$ cat config.mk
export PLATFORM = sky130hd
export DESIGN_NAME = axi_llc_arcane_lock_mgr
export DESIGN_NICKNAME = d
export VERILOG_FILES = /design/src/rtl/axi_llc_arcane_lock_mgr.sv
export SDC_FILE = /design/constraint.sdc
export NUM_CORES = 1
export LEC_CHECK = 0
export ABC_AREA = 1
export CAP_MARGIN = 25
export CORE_ASPECT_RATIO = 0.9
export CORE_UTILIZATION = 40
export DETAILED_ROUTE_END_ITERATION = 7
export GPL_TIMING_DRIVEN = 0
export HOLD_SLACK_MARGIN = 0.03
export PLACE_DENSITY_LB_ADDON = 0.08
export SLEW_MARGIN = 20
export SYNTH_ARGS = -nofsm -noshare
export SYNTH_HDL_FRONTEND = slang
export SYNTH_SLANG_ARGS = --single-unit
$ cat constraint.sdc
create_clock -name clk_i -period 3.71 [get_ports clk_i]
set_input_delay 0.371 -clock clk_i [delete_from_list [all_inputs] [get_ports clk_i]]
set_output_delay 0.371 -clock clk_i [all_outputs]
set_load 0.1 [all_outputs]
$ cat src/rtl/axi_llc_arcane_lock_mgr.sv
// LLC exclusive-access lock manager: round-robin arbitration of lock requests,
// LLC isolation handshake with timeout, and sticky error reporting.
module axi_llc_arcane_lock_mgr #(
    parameter int NumReq        = 2,
    parameter int TimeoutCycles = 1024
) (
    input  logic                                   clk_i,
    input  logic                                   rst_ni,
    input  logic [NumReq-1:0]                      acq_req_i,
    input  logic [NumReq-1:0]                      rel_req_i,
    input  logic                                   flush_busy_i,
    input  logic                                   llc_isolated_i,
    input  logic                                   ar_unit_busy_i,
    input  logic                                   aw_unit_busy_i,
    input  logic                                   err_clr_i,
    output logic                                   llc_isolate_o,
    output logic [NumReq-1:0]                      grant_o,
    output logic [((NumReq > 1) ? $clog2(NumReq) : 1)-1:0] owner_o,
    output logic                                   locked_o,
    output logic                                   err_o,
    output logic [1:0]                             err_code_o
);

    localparam int OwnW = (NumReq > 1) ? $clog2(NumReq) : 1;
    localparam int CntW = (TimeoutCycles > 0) ? $clog2(TimeoutCycles + 1) : 1;
    localparam bit TimeoutEn = (TimeoutCycles > 0);
    localparam logic [CntW-1:0] CntMax = CntW'(TimeoutCycles);
    localparam logic [NumReq-1:0] One = 1;
    localparam logic [OwnW-1:0] LastIdx = OwnW'(NumReq - 1);

    typedef enum logic [1:0] {
        IDLE    = 2'd0,
        ISOLATE = 2'd1,
        LOCK    = 2'd2,
        ERR     = 2'd3
    } state_e;

    state_e            state_q, state_d;
    logic [OwnW-1:0]   owner_q, owner_d;
    logic [OwnW-1:0]   rr_q, rr_d;
    logic [CntW-1:0]   cnt_q, cnt_d;
    logic [1:0]        code_q, code_d;

    logic [OwnW-1:0]   win;
    logic              found;
    int                idx;
    logic [NumReq-1:0] sh;
    logic [NumReq-1:0] own_oh;
    logic              own_acq;
    logic              ready;
    logic [OwnW-1:0]   rr_nxt;

    assign own_oh  = One << owner_q;
    assign own_acq = |(acq_req_i & own_oh);
    assign ready   = llc_isolated_i & ~ar_unit_busy_i & ~aw_unit_busy_i;
    assign rr_nxt  = (owner_q == LastIdx) ? '0 : owner_q + 1'b1;

    // Rotating search starting at rr_q, which holds (last owner + 1).
    always_comb begin
        win   = rr_q;
        found = 1'b0;
        idx   = 0;
        sh    = '0;
        for (int i = 0; i < NumReq; i++) begin
            idx = int'(rr_q) + i;
            if (idx >= NumReq) idx = idx - NumReq;
            sh = acq_req_i >> idx;
            if (!found && sh[0]) begin
                found = 1'b1;
                win   = OwnW'(idx);
            end
        end
    end

    always_comb begin
        state_d = state_q;
        owner_d = owner_q;
        rr_d    = rr_q;
        cnt_d   = cnt_q;
        code_d  = code_q;
        case (state_q)
            IDLE: begin
                if (!flush_busy_i && found) begin
                    owner_d = win;
                    cnt_d   = '0;
                    state_d = ISOLATE;
                end
            end
            ISOLATE: begin
                if (cnt_q != CntMax) cnt_d = cnt_q + 1'b1;
                if (!own_acq) begin
                    state_d = IDLE;
                end else if (ready) begin
                    state_d = LOCK;
                    rr_d    = rr_nxt;
                end else if (TimeoutEn && cnt_q == CntMax) begin
                    state_d = ERR;
                    code_d  = 2'd1;
                end
            end
            LOCK: begin
                if (!llc_isolated_i) begin
                    state_d = ERR;
                    code_d  = 2'd2;
                end else if (|(rel_req_i & own_oh)) begin
                    state_d = IDLE;
                end else if (|(rel_req_i & ~own_oh)) begin
                    state_d = ERR;
                    code_d  = 2'd3;
                end
            end
            ERR: begin
                if (err_clr_i) begin
                    state_d = IDLE;
                    code_d  = 2'd0;
                end
            end
            default: state_d = IDLE;
        endcase
    end

    always_ff @(posedge clk_i or negedge rst_ni) begin
        if (!rst_ni) begin
            state_q <= IDLE;
            owner_q <= '0;
            rr_q    <= '0;
            cnt_q   <= '0;
            code_q  <= 2'd0;
        end else begin
            state_q <= state_d;
            owner_q <= owner_d;
            rr_q    <= rr_d;
            cnt_q   <= cnt_d;
            code_q  <= code_d;
        end
    end

    // Outputs decode straight from state so reset clears them without a clock.
    assign llc_isolate_o = (state_q != IDLE);
    assign locked_o      = (state_q == LOCK);
    assign grant_o       = (state_q == LOCK) ? own_oh : '0;
    assign err_o         = (state_q == ERR);
    assign err_code_o    = code_q;
    assign owner_o       = owner_q;

endmodule

==> results of run 1 <==
[registers in the layout, indices dropped and copies added, names as in the netlist]
signal / cells
cnt_q: 11
err_code_o: 2
state_q: 2
owner_o: 1
rr_q: 1
[power groups by stage]
| stage | registers (mW) | logic, mW | clock network (mW) |
|---|---|---|---|
| 3_3_place_gp | 0.371 | 0.823 | 0 |
| 5_1_grt | 0.387 | 0.907 | 0.111 |
| 4_1_cts | 0.370 | 0.836 | 0.105 |
| 3_5_place_dp | 0.373 | 0.834 | 0 |
| 6_report | 0.371 | 0.831 | 0.0982 |
| 2_1_floorplan | 0.457 | 0.564 | 0 |
[per-layer routing]
metal | wire (um) | global-route usage (%)
met2 | 1190 | 25.7
met4 | 16 | 2.86
met1 | 1550 | 30.0
met3 | 117 | 4.88
met5 | 0 | 0
[metrics by stage]
step                instance area (um^2)  utilization [%]  cells
finish                              1540             50.6    253
global route                        1540             50.6    253
CTS                                 1540             50.6    253
detailed placement                  1510             49.7    249
global placement                    1510             49.7    249
floorplan                           1280                -    189
[worst max-delay path, delay by kind of cell, from the launching register on]
| kind | cells | cell delay [ns] |
|---|---|---|
| buffers and inverters | 3 | 1.36 |
| DFF | 1 | 0.46 |
| and+or+nand+nor | 1 | 0.08 |
[placed cells by master, fill, tap and decap left out]
cell,synthesis,layout
nor3_1,1,1
nor2_1,18,18
inv_1,28,28
inv_2,4,4
nor2_2,6,6
o2111ai_1,1,1
nor3_2,2,2
a21oi_2,1,1
dfrtp_1,17,17
xor2_1,1,1
nand2_2,5,5
nand3b_1,1,1
clkbuf_4,0,3
nand2_4,1,1
o22ai_2,1,1
nand3_1,20,20
a21oi_1,1,1
clkdlybuf4s50_1,0,18
nand4_1,4,4
ha_1,2,2
o21ai_2,7,7
or2_1,1,1
nand2_1,58,58
nand3_2,1,1
clkbuf_1,0,1
buf_6,2,2
nor2_4,2,2
o21ai_0,4,4
[cells by family (layout without fill, tap and decap cells)]
family                     count (synthesis)  count (layout)  share of synthesized area [%]
and+or+nand+nor                          120             120                           43.9
DFF                                       17              17                           33.2
buffers and inverters                     34              56                           11.1
xor gates and xnor gates                   1               1                          0.684
AOI/OAI and AO/OA                         15              15                           9.09
adders and majority gates                  2               2                           1.95
[how the worst max path moves through the flow]
| stage | endpoint | slack [ns] | cells past startpoint |
|---|---|---|---|
| CTS | locked_o | 1.13 | 3 |
| finish | locked_o | 1.15 | 4 |
| detailed placement | grant_o[0] | 1.47 | 3 |
| global placement | locked_o | 1.47 | 4 |
| global route | locked_o | 1.05 | 3 |
| floorplan | grant_o[1] | 0.92 | 2 |
[layout make-up]
| type | count | area [um^2] |
|---|---|---|
| Fill cell | 331 | 1500 |
| Tap cell | 42 | 52.6 |
| Multi-Input combinational cell | 138 | 712 |
| Buffer | 2 | 22.5 |
| Timing Repair Buffer | 18 | 180 |
| Inverter | 32 | 120 |
| Clock buffer | 4 | 26.3 |
| Sequential cell | 17 | 425 |
==> out/results.txt, run 1 <==
status: finished clean
Area Overhead vs Synth: 20.2%
Yosys top cell area share: 33.2%
initial antenna violation count: 0
number of cells on the worst reg-to-reg path: 10
Initial Utilization: 42.1%
crit path max-delay cell type: clkdlybuf4s50_1
final setup TNS: 0 ns
drt initial violations: 66
crit path max fanout: 5
hold slack: 0.480 ns
Worst-Margin Slew: 0.971 ns
Seq/Total Area, Yosys: 33.2%
number of flops mapped to enable cells by yosys: 0
Tot GR Track Use: 18.8%
Hold Path Sink: err_code_o[0]
maximum root-to-sink buffer count: 2
Net Sw Power: 0.749 mW
R2R Setup Slk: 2.13 ns
WHS Path Cells: 2
Tcrit/Tclk final: 69.0%
Startpoint Class: flop
CTS buffer count: 3
Tightest Hold Check Type: flop to flop
# setup viols final: 0
top cell type by total area after synthesis: dfrtp_1
DR vias: 1,221
Synth Area per Inst: 6.77 um^2
Num Clock Sinks: 17
Pint: 0.551 mW
Post-CTS Setup Inserts: 0
predominant post-synthesis flop cell: dfrtp_1
Power Total: 1.30 mW
post-route ant nets: 0
Netlist Area Pre-Place: 1280 um^2
Setup WS pre-CTS: 1.47 ns
Critical Path RT: 3.34 ns
relative slew slack: 35.0%
pin count of the biggest net entering global routing: 18
DRC: 0
post-synthesis register bit count: 17
hold_buf cts: 0
first-pass GRT wire length: 4.89 mm
top achievable clock speed: 391 MHz
combinational share of power: 63.9%
Hold Crit Start: err_code_o[0]
Lkg Pwr: 0.779 nW
post-cts resize count: 0
Clock Latency Late Sink: 0.29 ns
critical-path cell list: inv_2, nand2_2, inv_1, clkdlybuf4s50_1
Max Cap Violations: 0
clock transition at the registers of the reported paths: 0.10 ns
vias in the first global route: 1,101
count leader, synth: nand2_1
Die Y: 55.7 um
Slew Limit Fails: 0
post-DR vias/cell: 4.83
warnings from Yosys: 0
Crit. End Element: primary output
routed length per instance: 11.4 um
sw frac: 57.6%
Final Hold Fails: 0
final setup margin: 1.15 ns
sequential group share of total power: 28.5%
Root Driver: clkbuf_4
number of buffers added on ports: 18
Crit Path Category: flop to primary output
Setup Skew: 0.00484 ns
Syn Inst Count: 189
Antenna Cells: 0
CTS tree: built
Nets: 225
RSZ-0062 raised after global routing: no
final wirelength: 2.88 mm
clock share of power: 7.6%
Mapped Nets: 202
total core area: 3040 um^2
DRT Pass-1 Iters: 4
fraction of layout cells with a size suffix above 1: 16.6%
Cell variety after synth: 25
Reg-to-Reg End: cnt_q[1]
slowest stage delay, CP: 1.14 ns
Reg-to-Reg Start: cnt_q[0]
Peak VDD IR: 0.424 mV
FFs w/ async S/R, synth: 100%
num ports: 19
Die Area: 3430 um^2
top post-synthesis cells by area: dfrtp_1 33%, nand2_1 17%, inv_1 8.2%, nand3_1 7.8%, nor2_1 5.3%
Final min period: 2.56 ns
synth cell count leaders: 58 x nand2_1, 28 x inv_1, 20 x nand3_1
Overflow after GRT: 0
DIE WIDTH: 61.6 um
pwr dens: 845 nW/um^2
gpl congestion: 0.886
start point of the critical path: state_q[0]
Final HPWL DP: 2.29 mm
CTS H-tree lvls: 1
FP Rows: 19
Crit path arrival time: 2.19 ns
Power figures use the tool's default switching activity.
==> run 2, diff against run 1 <==
Clock period 3.71 ns to 2.25 ns, I/O delays scaled along.
==> run 2 against run 1 <==
Against the previous run:
- cell count stayed put
- clock skew is 0.0011 ns lower
- global-route usage up 0.40 points
- sequential power up 64%
- worst setup slack worse by 1.0 ns
- clock power grew 70%
- worst hold slack worse by 0.11 ns
- first-iteration DRC count decreased by 39%
- critical path depth unchanged
- critical endpoint unchanged
- wire length shrank 1.2%
- register-to-register slack got worse by 1.5 ns
==> out/results.txt, run 2 (synthesis results as in run 1) <==
gpl congestion: 0.821 (-7.3%)
leading cell type in the layout, fill and taps excluded: nand2_1
Overflow after GRT: 0 (unchanged)
Max Cap Violations: 0 (unchanged)
Startpoint Class: flop
hold_buf cts: 0 (unchanged)
Crit path arrival time: 1.92 ns (-0.27 ns)
final setup margin: 0.102 ns (-1.05 ns)
CTS tree: built
relative slew slack: 35.7% (+0.71 points)
DRC: 0 (unchanged)
Slew Limit Fails: 0 (unchanged)
CTS buffer count: 3 (unchanged)
DIE WIDTH: 61.6 um (unchanged)
post-route ant nets: 0 (unchanged)
number of buffers added on ports: 18 (unchanged)
Crit Path Category: flop to primary output
Peak VDD IR: 0.654 mV (+54%)
Root Driver: clkbuf_4
final setup TNS: 0 ns (unchanged)
slowest stage delay, CP: 0.86 ns (-0.28 ns)
Setup Skew: 0.00377 ns (-0.00107 ns)
# setup viols final: 0 (unchanged)
crit path max-delay cell type: dlygate4sd2_1
Worst-Margin Slew: 0.961 ns (-0.0106 ns)
pin count of the biggest net entering global routing: 18 (unchanged)
drt initial violations: 40 (-39%)
Tightest Hold Check Type: input port to asynchronous set/reset pin
Initial Utilization: 42.1% (unchanged)
fraction of layout cells with a size suffix above 1: 17.5% (+0.95 points)
final wirelength: 2.84 mm (-1.2%)
Area Overhead vs Synth: 20.0%
total core area: 3040 um^2 (unchanged)
Fillers: 331 (unchanged)
Lkg Pwr: 0.799 nW (+2.6%)
DR vias: 1,230 (+0.74%)
clock transition at the registers of the reported paths: 0.10 ns (about the same)
Crit. End Element: primary output
Tot GR Track Use: 19.2% (+0.40 points)
routed length per instance: 11.2 um (-1.2%)
CTS H-tree lvls: 1 (unchanged)
vias in the first global route: 1,110 (+0.82%)
DRT Pass-1 Iters: 4 (unchanged)
Die Y: 55.7 um (unchanged)
Die Area: 3430 um^2 (unchanged)
crit path max fanout: 5 (unchanged)
Largest register FFs: 11 (unchanged)
Final Hold Fails: 0 (unchanged)
Top Family by Delay on Critical Path: buffers and inverters
RSZ-0062 raised after global routing: no
Critical Path RT: 2.03 ns (-1.31 ns)
Buf+Inv Stages, Crit Path: 3 (unchanged)
maximum root-to-sink buffer count: 2 (unchanged)
top achievable clock speed: 466 MHz
Antenna Cells: 0 (unchanged)
Clock Latency Late Sink: 0.30 ns (about the same)
pwr dens: 1390 nW/um^2 (+64%)
Setup WS pre-CTS: 0.149 ns (-1.32 ns)
critical-path cell list: inv_2, nand2_2, inv_1, dlygate4sd2_1
Num Clock Sinks: 17 (unchanged)
FP Rows: 19 (unchanged)
Final HPWL DP: 2.28 mm (-0.78%)
status: finished clean
most flop-heavy register: cnt_q
post-DR vias/cell: 4.86 (+0.74%)
num ports: 19 (unchanged)
Final min period: 2.15 ns
first-pass GRT wire length: 4.93 mm (+0.84%)
commonest non-fill, non-tap cells in the layout: 58 x nand2_1, 28 x inv_1, 20 x nand3_1
initial antenna violation count: 0 (unchanged)
Tcrit/Tclk final: 95.5%
Nets: 225 (unchanged)
-- run 2: where the power goes --
part           internal, mW  leakage [nW]  switching, mW
sequential            0.430         0.223          0.180
combinational         0.386         0.561          0.965
clock                0.0692        0.0150         0.0976
-- run 2: final cells by class --
class,count,area (um^2),share of cell area [%]
plain buffers,2,22.5,1.47
clock buffers,4,26.3,1.71
inverters,32,120,7.82
multi-input cells,138,717,46.7
flip-flops and latches,17,425,27.7
well taps,42,52.6,3.42
repair buffers,18,173,11.2
-- run 2: worst paths after layout --
| kind | startpoint | to | slack [ns] | depth (start not counted) |
|---|---|---|---|---|
| min | rst_ni | err_code_o[1] | 0.37 | 1 |
| max in group asynchronous | rst_ni | cnt_q[9] | 1.39 | 1 |
| min reg2reg | err_code_o[0] | err_code_o[0] | 0.48 | 2 |
| max | state_q[0] | locked_o | 0.10 | 4 |
| max reg2reg | cnt_q[0] | cnt_q[1] | 0.65 | 10 |
| min in group clk_i | err_code_o[0] | err_code_o[0] | 0.48 | 2 |
-- run 2: metrics by stage --
step / hold WS [ns] / cell area (um^2) / power, mW / utilization [%] / instances
after floorplan: -0.0706 / 1280 / 1.69 / - / 189
after global placement: 0.457 / 1520 / 1.98 / 49.9 / 249
after detailed placement: 0.463 / 1520 / 2.00 / 49.9 / 249
after CTS: 0.398 / 1540 / 2.14 / 50.5 / 253
after global routing: 0.431 / 1540 / 2.30 / 50.5 / 253
final: 0.372 / 1540 / 2.13 / 50.5 / 253
-- run 2: what timing repair did --
| action | CTS | global route |
|---|---|---|
| setup buffers | 0 | 0 |
| setup endpoints to repair | 6 | 0 |
| resized for setup | 6 | 0 |
-- run 2: per-layer routing --
| layer | wire length [um] | share of wire, % | global-route usage (%) | vias up |
|---|---|---|---|---|
| met1 | 1470 | 52 | 30.2 | 553 |
| met4 | 9 | 0.32 | 3.81 | 0 |
| li1 | - | - | - | 639 |
| met2 | 1230 | 43 | 26.4 | 36 |
| met3 | 137 | 4.8 | 4.88 | 2 |
| met5 | 0 | 0 | 0 | - |
-- run 2: worst reg2reg max path: stages, from the launching register on --
cell	delay, ns
dfrtp_1	0.47
inv_1	0.12
ha_1	0.22
nand3_1	0.12
inv_1	0.06
nand2_2	0.09
nand2_1	0.07
nand2_2	0.09
buf_6	0.17
nand3_2	0.07
nand2_1	0.06
